File: src/rtl/score_display.sv
// score_display: converts the game score to packed BCD with a sequential
// double-dabble engine and multiplexes it onto an 8-digit common-anode display.
module score_display #(
  parameter int REFRESH_DIV = 100000,
  parameter int NUM_DIGITS  = 8
) (
  input  logic        clock,
  input  logic        reset,
  input  logic [31:0] score,
  input  logic        blank,
  output logic [7:0]  an,
  output logic [6:0]  seg,
  output logic        dp,
  output logic [31:0] bcd,
  output logic        busy
);

  localparam int                CNT_W     = (REFRESH_DIV > 1) ? $clog2(REFRESH_DIV) : 1;
  localparam logic [CNT_W-1:0]  CNT_LAST  = CNT_W'(REFRESH_DIV - 1);
  localparam logic [2:0]        IDX_LAST  = 3'(NUM_DIGITS - 1);
  localparam logic [31:0]       SCORE_MAX = 32'd99_999_999;

  typedef enum logic [1:0] {
    S_IDLE  = 2'd0,
    S_SHIFT = 2'd1,
    S_DONE  = 2'd2
  } state_t;

  function automatic logic [31:0] clamp_score(input logic [31:0] v);
    logic [31:0] res;
    if (v[31]) begin
      res = 32'd0;
    end else if (v > SCORE_MAX) begin
      res = SCORE_MAX;
    end else begin
      res = v;
    end
    return res;
  endfunction

  function automatic logic [39:0] dabble_adjust(input logic [39:0] acc);
    logic [39:0] res;
    res = acc;
    for (int i = 0; i < 10; i++) begin
      if (acc[4*i +: 4] >= 4'd5) begin
        res[4*i +: 4] = acc[4*i +: 4] + 4'd3;
      end else begin
        res[4*i +: 4] = acc[4*i +: 4];
      end
    end
    return res;
  endfunction

  function automatic logic [2:0] find_msd(input logic [31:0] v);
    logic [2:0] res;
    res = 3'd0;
    for (int i = 1; i < 8; i++) begin
      if (v[4*i +: 4] != 4'd0) begin
        res = 3'(i);
      end else begin
        res = res;
      end
    end
    return res;
  endfunction

  function automatic logic [6:0] seg_encode(input logic [3:0] d);
    logic [6:0] res;
    case (d)
      4'd0:    res = 7'h40;
      4'd1:    res = 7'h79;
      4'd2:    res = 7'h24;
      4'd3:    res = 7'h30;
      4'd4:    res = 7'h19;
      4'd5:    res = 7'h12;
      4'd6:    res = 7'h02;
      4'd7:    res = 7'h78;
      4'd8:    res = 7'h00;
      4'd9:    res = 7'h10;
      default: res = 7'h7F;
    endcase
    return res;
  endfunction

  state_t            r_state;
  state_t            w_next_state;
  logic              w_capture;
  logic [31:0]       r_last_score;
  logic [31:0]       r_bin;
  logic [39:0]       r_acc;
  logic [4:0]        r_iter;
  logic [31:0]       r_bcd;
  logic              r_busy;
  logic [39:0]       w_adj;
  logic              w_unused_adj_msb;
  logic [CNT_W-1:0]  r_ref_cnt;
  logic [2:0]        r_idx;
  logic [7:0]        r_an;
  logic [6:0]        r_seg;
  logic              r_dp;
  logic [2:0]        w_msd;
  logic [3:0]        w_nibble;
  logic              w_digit_on;

  // The clamp keeps the accumulator below 10^8, so its top bit never carries out.
  assign w_adj            = dabble_adjust(r_acc);
  assign w_unused_adj_msb = w_adj[39];

  assign w_msd      = find_msd(r_bcd);
  assign w_nibble   = r_bcd[{r_idx, 2'b00} +: 4];
  assign w_digit_on = !blank && (r_idx <= w_msd);

  // Conversion FSM state register.
  always_ff @(posedge clock or negedge reset) begin
    if (!reset) begin
      r_state <= S_IDLE;
    end else begin
      r_state <= w_next_state;
    end
  end

  // Next-state decode; a new conversion starts only when the raw score moved.
  always_comb begin
    w_next_state = r_state;
    w_capture    = 1'b0;
    case (r_state)
      S_IDLE: begin
        if (score != r_last_score) begin
          w_capture    = 1'b1;
          w_next_state = S_SHIFT;
        end else begin
          w_next_state = S_IDLE;
        end
      end
      S_SHIFT: begin
        if (r_iter == 5'd31) begin
          w_next_state = S_DONE;
        end else begin
          w_next_state = S_SHIFT;
        end
      end
      S_DONE:  w_next_state = S_IDLE;
      default: w_next_state = S_IDLE;
    endcase
  end

  // Double-dabble datapath: adjust nibbles, then shift {acc, bin} left one bit.
  always_ff @(posedge clock or negedge reset) begin
    if (!reset) begin
      r_last_score <= 32'd0;
      r_bin        <= 32'd0;
      r_acc        <= 40'd0;
      r_iter       <= 5'd0;
      r_bcd        <= 32'd0;
      r_busy       <= 1'b0;
    end else begin
      case (r_state)
        S_IDLE: begin
          if (w_capture) begin
            r_last_score <= score;
            r_bin        <= clamp_score(score);
            r_acc        <= 40'd0;
            r_iter       <= 5'd0;
            r_busy       <= 1'b1;
          end
        end
        S_SHIFT: begin
          r_acc  <= {w_adj[38:0], r_bin[31]};
          r_bin  <= {r_bin[30:0], 1'b0};
          r_iter <= r_iter + 5'd1;
        end
        S_DONE: begin
          r_bcd  <= r_acc[31:0];
          r_busy <= 1'b0;
        end
        default: begin
          r_busy <= 1'b0;
        end
      endcase
    end
  end

  // Refresh divider, digit scan and registered anode/cathode drive.
  always_ff @(posedge clock or negedge reset) begin
    if (!reset) begin
      r_ref_cnt <= '0;
      r_idx     <= 3'd0;
      r_an      <= 8'hFF;
      r_seg     <= 7'h7F;
      r_dp      <= 1'b1;
    end else begin
      if (r_ref_cnt == CNT_LAST) begin
        r_ref_cnt <= '0;
        r_idx     <= (r_idx == IDX_LAST) ? 3'd0 : r_idx + 3'd1;
      end else begin
        r_ref_cnt <= r_ref_cnt + CNT_W'(1);
      end
      if (w_digit_on) begin
        r_an  <= ~(8'd1 << r_idx);
        r_seg <= seg_encode(w_nibble);
      end else begin
        r_an  <= 8'hFF;
        r_seg <= 7'h7F;
      end
      r_dp <= 1'b1;
    end
  end

  assign an   = r_an;
  assign seg  = r_seg;
  assign dp   = r_dp;
  assign bcd  = r_bcd;
  assign busy = r_busy;

endmodule

File: config.mk
export PLATFORM = sky130hd
export DESIGN_NAME = score_display
export DESIGN_NICKNAME = d
export VERILOG_FILES = /design/src/rtl/score_display.sv
export SDC_FILE = /design/constraint.sdc
export NUM_CORES = 1
export LEC_CHECK = 0
export ABC_CLOCK_PERIOD_IN_PS = 3300
export CAP_MARGIN = 0
export CORE_MARGIN = 2
export CORE_UTILIZATION = 45
export DETAILED_ROUTE_END_ITERATION = 16
export GPL_ROUTABILITY_DRIVEN = 0
export GPL_TIMING_DRIVEN = 1
export HOLD_SLACK_MARGIN = 0.1
export PLACE_DENSITY = 0.66
export SYNTH_ARGS = -nofsm -noshare
export SYNTH_HDL_FRONTEND = slang
export SYNTH_SLANG_ARGS = --single-unit
File: constraint.sdc
create_clock -name clock -period 3.3 [get_ports clock]
set_input_delay 0.66 -clock clock [delete_from_list [all_inputs] [get_ports clock]]
set_output_delay 0.66 -clock clock [all_outputs]
set_load 0.1 [all_outputs]
# Word level (Yosys, flattened, before mapping)
# Memories as Yosys holds them, arrays and structs flattened.
# Cells that the tools add are included.
dict set report word_totals {
  out_inout_bits 49
  latch_bits 0
  register_bits 179
  mem_bits_ro 112
  mem_bits_rw 0
  elab_cells 98
  n_memories 1
  in_bits 35
}
dict set report classes {
  n_bitwise 2
  addsub 13
  div_mod_pow 0
  n_mul 0
  muxes 36
  n_eq_ne 7
  shifts 2
  order_cmp 12
  reduce_logical 14
}
# name depth word_bits rd rd_ports_with_merged_regs wr line
set memory_table {}
lappend memory_table {{(name not given)} 16 7 1 0 0 69} ;# case (d)
# operator n
set ops {}
lappend ops {{one-hot mux 40 bit (2 select lines)} 1}
lappend ops {{one-hot mux 32 bit (2 select lines)} 1}
lappend ops {{two-way mux 31 bit} 2}
lappend ops {{>= comparator 4 x 3 -> 1 bit, second input constant} 10}
lappend ops {{two-way mux 40 bit} 1}
lappend ops {{adder 4 x 2 -> 4 bit, second input constant} 9}
lappend ops {{two-way mux 4 bit} 9}
lappend ops {{> comparator 32 x 27 -> 1 bit, second input constant} 1}
lappend ops {{two-way mux 32 bit} 1}
lappend ops {{!= test 32 bit} 1}
lappend ops {{indexed part select 32 x 6 -> 4 bit} 1}
lappend ops {{nonzero test 4 bit} 7}
lappend ops {{two-way mux 3 bit} 8}
lappend ops {{adder 17 x 1 -> 17 bit, second input constant} 1}
lappend ops {{== test 17 bit, second input constant} 1}
lappend ops {{two-way mux 17 bit} 1}
lappend ops {{one-hot mux 5 bit (2 select lines)} 1}
lappend ops {{two-way mux 8 bit} 1}
lappend ops {{inverter 8 bit} 1}
lappend ops {{<< shifter 1 x 3 -> 8 bit, first input constant} 1}
lappend ops {{two-way mux 7 bit} 1}
lappend ops {{AND reduction 2 bit} 3}
lappend ops {{adder 5 x 1 -> 5 bit, second input constant} 1}
lappend ops {{== test 5 bit, second input constant} 1}
lappend ops {{other kinds (17)} 21}

# Longest topological paths before layout
dict set report logic_depth {
  depth_word 11
  mapped_depth 12
  ltp_nobuf 11
}

# Worst setup path before layout
# OpenSTA, ideal clock, no wires.
dict set report synth_timing {
  path_type {reg-to-reg}
  from {register r_bcd[20] (netlist: bcd[20])}
  to {register r_an[0] (netlist: an[0])}
  path_buffers 1
  t_arrival_ns 2.910
  setup_ns 0.090
  t_required_ns 3.210
  path_stages_with_launch 12
  synth_period_minus_slack_ns 3.000
  path_slack_ns 0.300
  path_cell_list {dfrtp_1 or4_1 nand2b_1 a21oi_1 nor2_1 ha_1 nor2b_1 o21ai_0 nand2b_1 a21oi_1 clkbuf_1 nand3_1}
}
dict set report synth_via {
  elab_chain_cells 7
}
# element line
set synth_lines {}
lappend synth_lines {{from (decl)} 92} ;# logic [31:0] r_bcd;
lappend synth_lines {{from (signal assigned)} 173} ;# r_bcd <= r_acc[31:0];
lappend synth_lines {{nonzero test 4 bit} 58} ;# if (v[4*i +: 4] != 4'd0) begin
lappend synth_lines {{two-way mux 3 bit (3 in a row)} 58}
lappend synth_lines {{less-or-equal comparator 3 bit} 111} ;# assign w_digit_on = !blank && (r_idx <= w_msd);
lappend synth_lines {{logical AND 1 bit} 111}
lappend synth_lines {{two-way mux 8 bit} 198} ;# if (w_digit_on) begin
lappend synth_lines {{to (signal assigned)} 199} ;# r_an <= ~(8'd1 << r_idx);
lappend synth_lines {{to (decl)} 98} ;# logic [7:0] r_an;
# Every way passes these cells.
# A chain may end at the register's enable or synchronous reset.

# Worst setup path after layout
dict set report layout_timing {
  from {input port score[21]}
  to {register r_acc[4]}
}
dict set report layout_via {
  elab_chain_cells 5
}
# element line
set layout_lines {}
lappend layout_lines {{from (decl)} 9} ;# input logic [31:0] score,
lappend layout_lines {{!= test 32 bit} 128} ;# if (score != r_last_score) begin
lappend layout_lines {{two-way mux 1 bit} 128}
lappend layout_lines {{two-way mux 1 bit} 126} ;# case (r_state)
lappend layout_lines {{!= test 2 bit (no source line)} -}
lappend layout_lines {{AND reduction 2 bit (no source line)} -}
lappend layout_lines {{to (signal assigned)} 168} ;# r_acc <= {w_adj[38:0], r_bin[31]};
lappend layout_lines {{to (decl)} 90} ;# logic [39:0] r_acc;
# Every way passes these cells.

==> key figures <==
Global routing
  • Antenna violations before repair: 0
  • GRT Overall Usage: 19.78%
  • Largest net degree at the start of global routing: 80
  • Number of global-route vias before repair: 6130
  • Total congestion overflow: 0
  • Global-route wire length before repair: 31930 um

Clock tree
  • H-tree Lvls: 4
  • Setup Fix Bufs, Post-CTS: 0
  • Hold Buf Count CTS: 0
  • Post-CTS resize count: 0
  • CTS tree: built
  • Clk Latency, worst-skew pair: 430 ps
  • Clk slew on worst S/H paths: 70 ps
  • Worst-case clock buffer depth: 2
  • Clock Sinks: 171
  • Clk Tree Root Cell: clkbuf_16
  • Num CTS Buffers: 17

Critical path
  • WP buf/inv: 2
  • Type of the worst setup path: primary input to register
  • CP max stage cell: clkdlybuf4s50_1
  • Critical Path Sink Type: register
  • Worst Reg-to-Reg Cells: 12
  • Worst Path Required: 3630 ps
  • Worst path arrival time: 2940 ps
  • Max Fanout on Critical Path: 19
  • Startpoint types: primary input
  • Stages on worst setup path: 7
  • Critical-path cell list: clkdlybuf4s50_1, xnor2_1, nand4_1, nor4_4, a31oi_4, buf_4, o32ai_1
  • CP delay by family, top: buffers and inverters
  • Max incr delay on CP: 490 ps

Finish
  • Commonest cells after routing, fill and taps aside: 156 x dfrtp_1, 82 x nand2_1, 69 x buf_4
  • Register area: 4298 um2
  • Area growth syn-to-layout: 18.95%
  • Final instance area: 10450 um2
  • Fill cells: 1699
  • Commonest non-fill, non-tap cell in the layout: dfrtp_1
  • Fin nets: 941
  • Layout cells sized above 1: 23.81%
  • Area taken by multi-input logic gates: 4146 um2
  • Ant. Diodes: 0
  • Non-Filler Instances: 1151

STA
  • Hold Slack: 270.3 ps
  • Slew of the pin with the lowest slew margin: 731.1 ps
  • FMAX: 384.2 MHz
  • Minimum clock period: 2603 ps
  • Final period util: 78.88%
  • Rel. slew slack: 51.26%
  • Worst Clk Skew: 8.176 ps
  • Final hold violation count: 0
  • Final Slew Violations: 0
  • Final setup fails: 0
  • RSZ-0062 raised after global routing: false
  • Setup TNS: 0 ps

Synthesis
  • Library cells used by synthesis: 58
  • Mapped Nets: 852
  • Mapped Area: 8782 um2
  • Complex-gate fraction of the synthesized area: 10.63%
  • Post-Syn Area per Cell: 11.20 um2
  • Synthesized instance count: 784
  • Synth Area in Adders: 4.702%
  • Synth Area in Simple Gates: 11.97%
  • Area share of xor/xnor cells in the synthesized design: 6.083%
  • Synthesis warning total: 0
  • Seq/Total Area, Yosys: 48.94%
  • Portion of netlist area occupied by mux cells: 13.71%
  • Post-synthesis async set-or-reset flop share: 100.0%
  • Most used DFF post-synth: dfrtp_1
  • Number of synthesized flops with an enable pin: 0
  • Largest family of logic cells by synthesized area: multiplexers
  • Flops & latches, synth: 171

Placement
  • Port bufs: 82
  • Area post-placement: 9829 um2
  • Placed cell count: 1119
  • Hpwl dp: 13110 um

Drt
  • Initial DRC count: 271
  • WL/cell: 16.46 um
  • DR vias/cell: 5.369
  • WL final: 18940 um
  • DR vias: 6180
  • Drt pass-1 iters: 4
  • DRT antenna net count: 0
  • Drt drc: 0

Die
  • Initial Utilization: 45.42%
  • Die width: 143.7 um
  • Die area: 20650 um2
  • Core area: 19330 um2
  • # rows: 51
  • I/O pin count: 84
  • Die Height: 143.7 um

Power
  • Leakage power: 4.549 nW
  • VDD IR max: 383.2 uV
  • Pwr dens: 649.6 nW/um2
  • Tot Pwr: 6.786 mW

Hold path
  • Hold crit path type: primary input to async pin

Status
  • Status: finished, final reports clean

Flow run
  • Max cap viols: 0
-- per-stage QoR --
step	util [%]	worst slack (ps)
2_1_floorplan	-	299.6
3_3_place_gp	50.84	296.2
3_5_place_dp	50.84	218.7
4_1_cts	54.03	694.6
5_1_grt	54.03	541.9
6_report	54.03	697.0
-- synth_stat cells, types with 11 or more instances --
cell        n  area share [%]
nand2_1    83             3.5
mux2_2     39             5.0
o22ai_1    18             1.3
clkbuf_1   23            0.98
nand4_1    17             1.2
o21ai_0    38             2.2
a21oi_1    27             1.5
nor2_1     47             2.0
mux2_4     32             5.5
xnor2_1    47             4.7
ha_1       33             4.7
dfrtp_1   156              44
inv_1      40             1.7
nand2b_1   11            0.78
o221ai_1   16             1.6
nand3_1    15            0.85
dfstp_2    15             4.5
xor2_1     14             1.4
-- kinds of logic after synthesis --
group | count (synthesis)
other | 1
buffers and inverters | 76
and+or+nand+nor | 213
adders and majority gates | 33
DFF | 171
AOI/OAI and AO/OA | 140
xor gates and xnor gates | 61
muxes | 89
-- final timing paths --
path,slack (ps),to,from
setup / recovery,700,r_acc[4],score[21]
hold / removal,270,r_bin[31],reset
setup reg to reg,750,an[2],bcd[8]
hold reg to reg,480,r_ref_cnt[0],r_ref_cnt[0]
max in group asynchronous,2170,an[3],reset
min in group clock,480,r_ref_cnt[0],r_ref_cnt[0]
-- routing by layer --
layer	global-route usage [%]	vias up	wire, um
li1	-	2960	-
met2	30.70	128	8739
met4	6.863	0	334
met3	3.565	28	679
met5	0	-	0
met1	28.00	3064	9190
-- flip-flops by register name, indices dropped and copies added (netlist names) --
| register | count |
|---|---|
| r_idx | 3 |
| r_ref_cnt | 17 |
| r_last_score | 32 |
| bcd | 32 |
| seg | 7 |
| r_iter | 5 |
| an | 8 |
| busy | 1 |
| r_bin | 32 |
| r_state | 2 |
| r_acc | 32 |
-- power by group --
part | total, mW | switching, mW | internal (mW)
clock | 2.11 | 0.872 | 1.24
sequential | 2.51 | 0.188 | 2.32
combinational | 2.17 | 1.56 | 0.601
total | 6.79 | 2.63 | 4.16
-- area by class of cell --
cell class | instances | area share, %
clock buffer | 19 | 4.336
clock inverter | 13 | 1.569
inverter | 41 | 1.473
multi-input combinational | 537 | 39.69
sequential | 171 | 41.14
tap | 265 | 3.174
timing repair buffer | 105 | 8.612
Note: power is estimated with default switching activity, not from simulation.
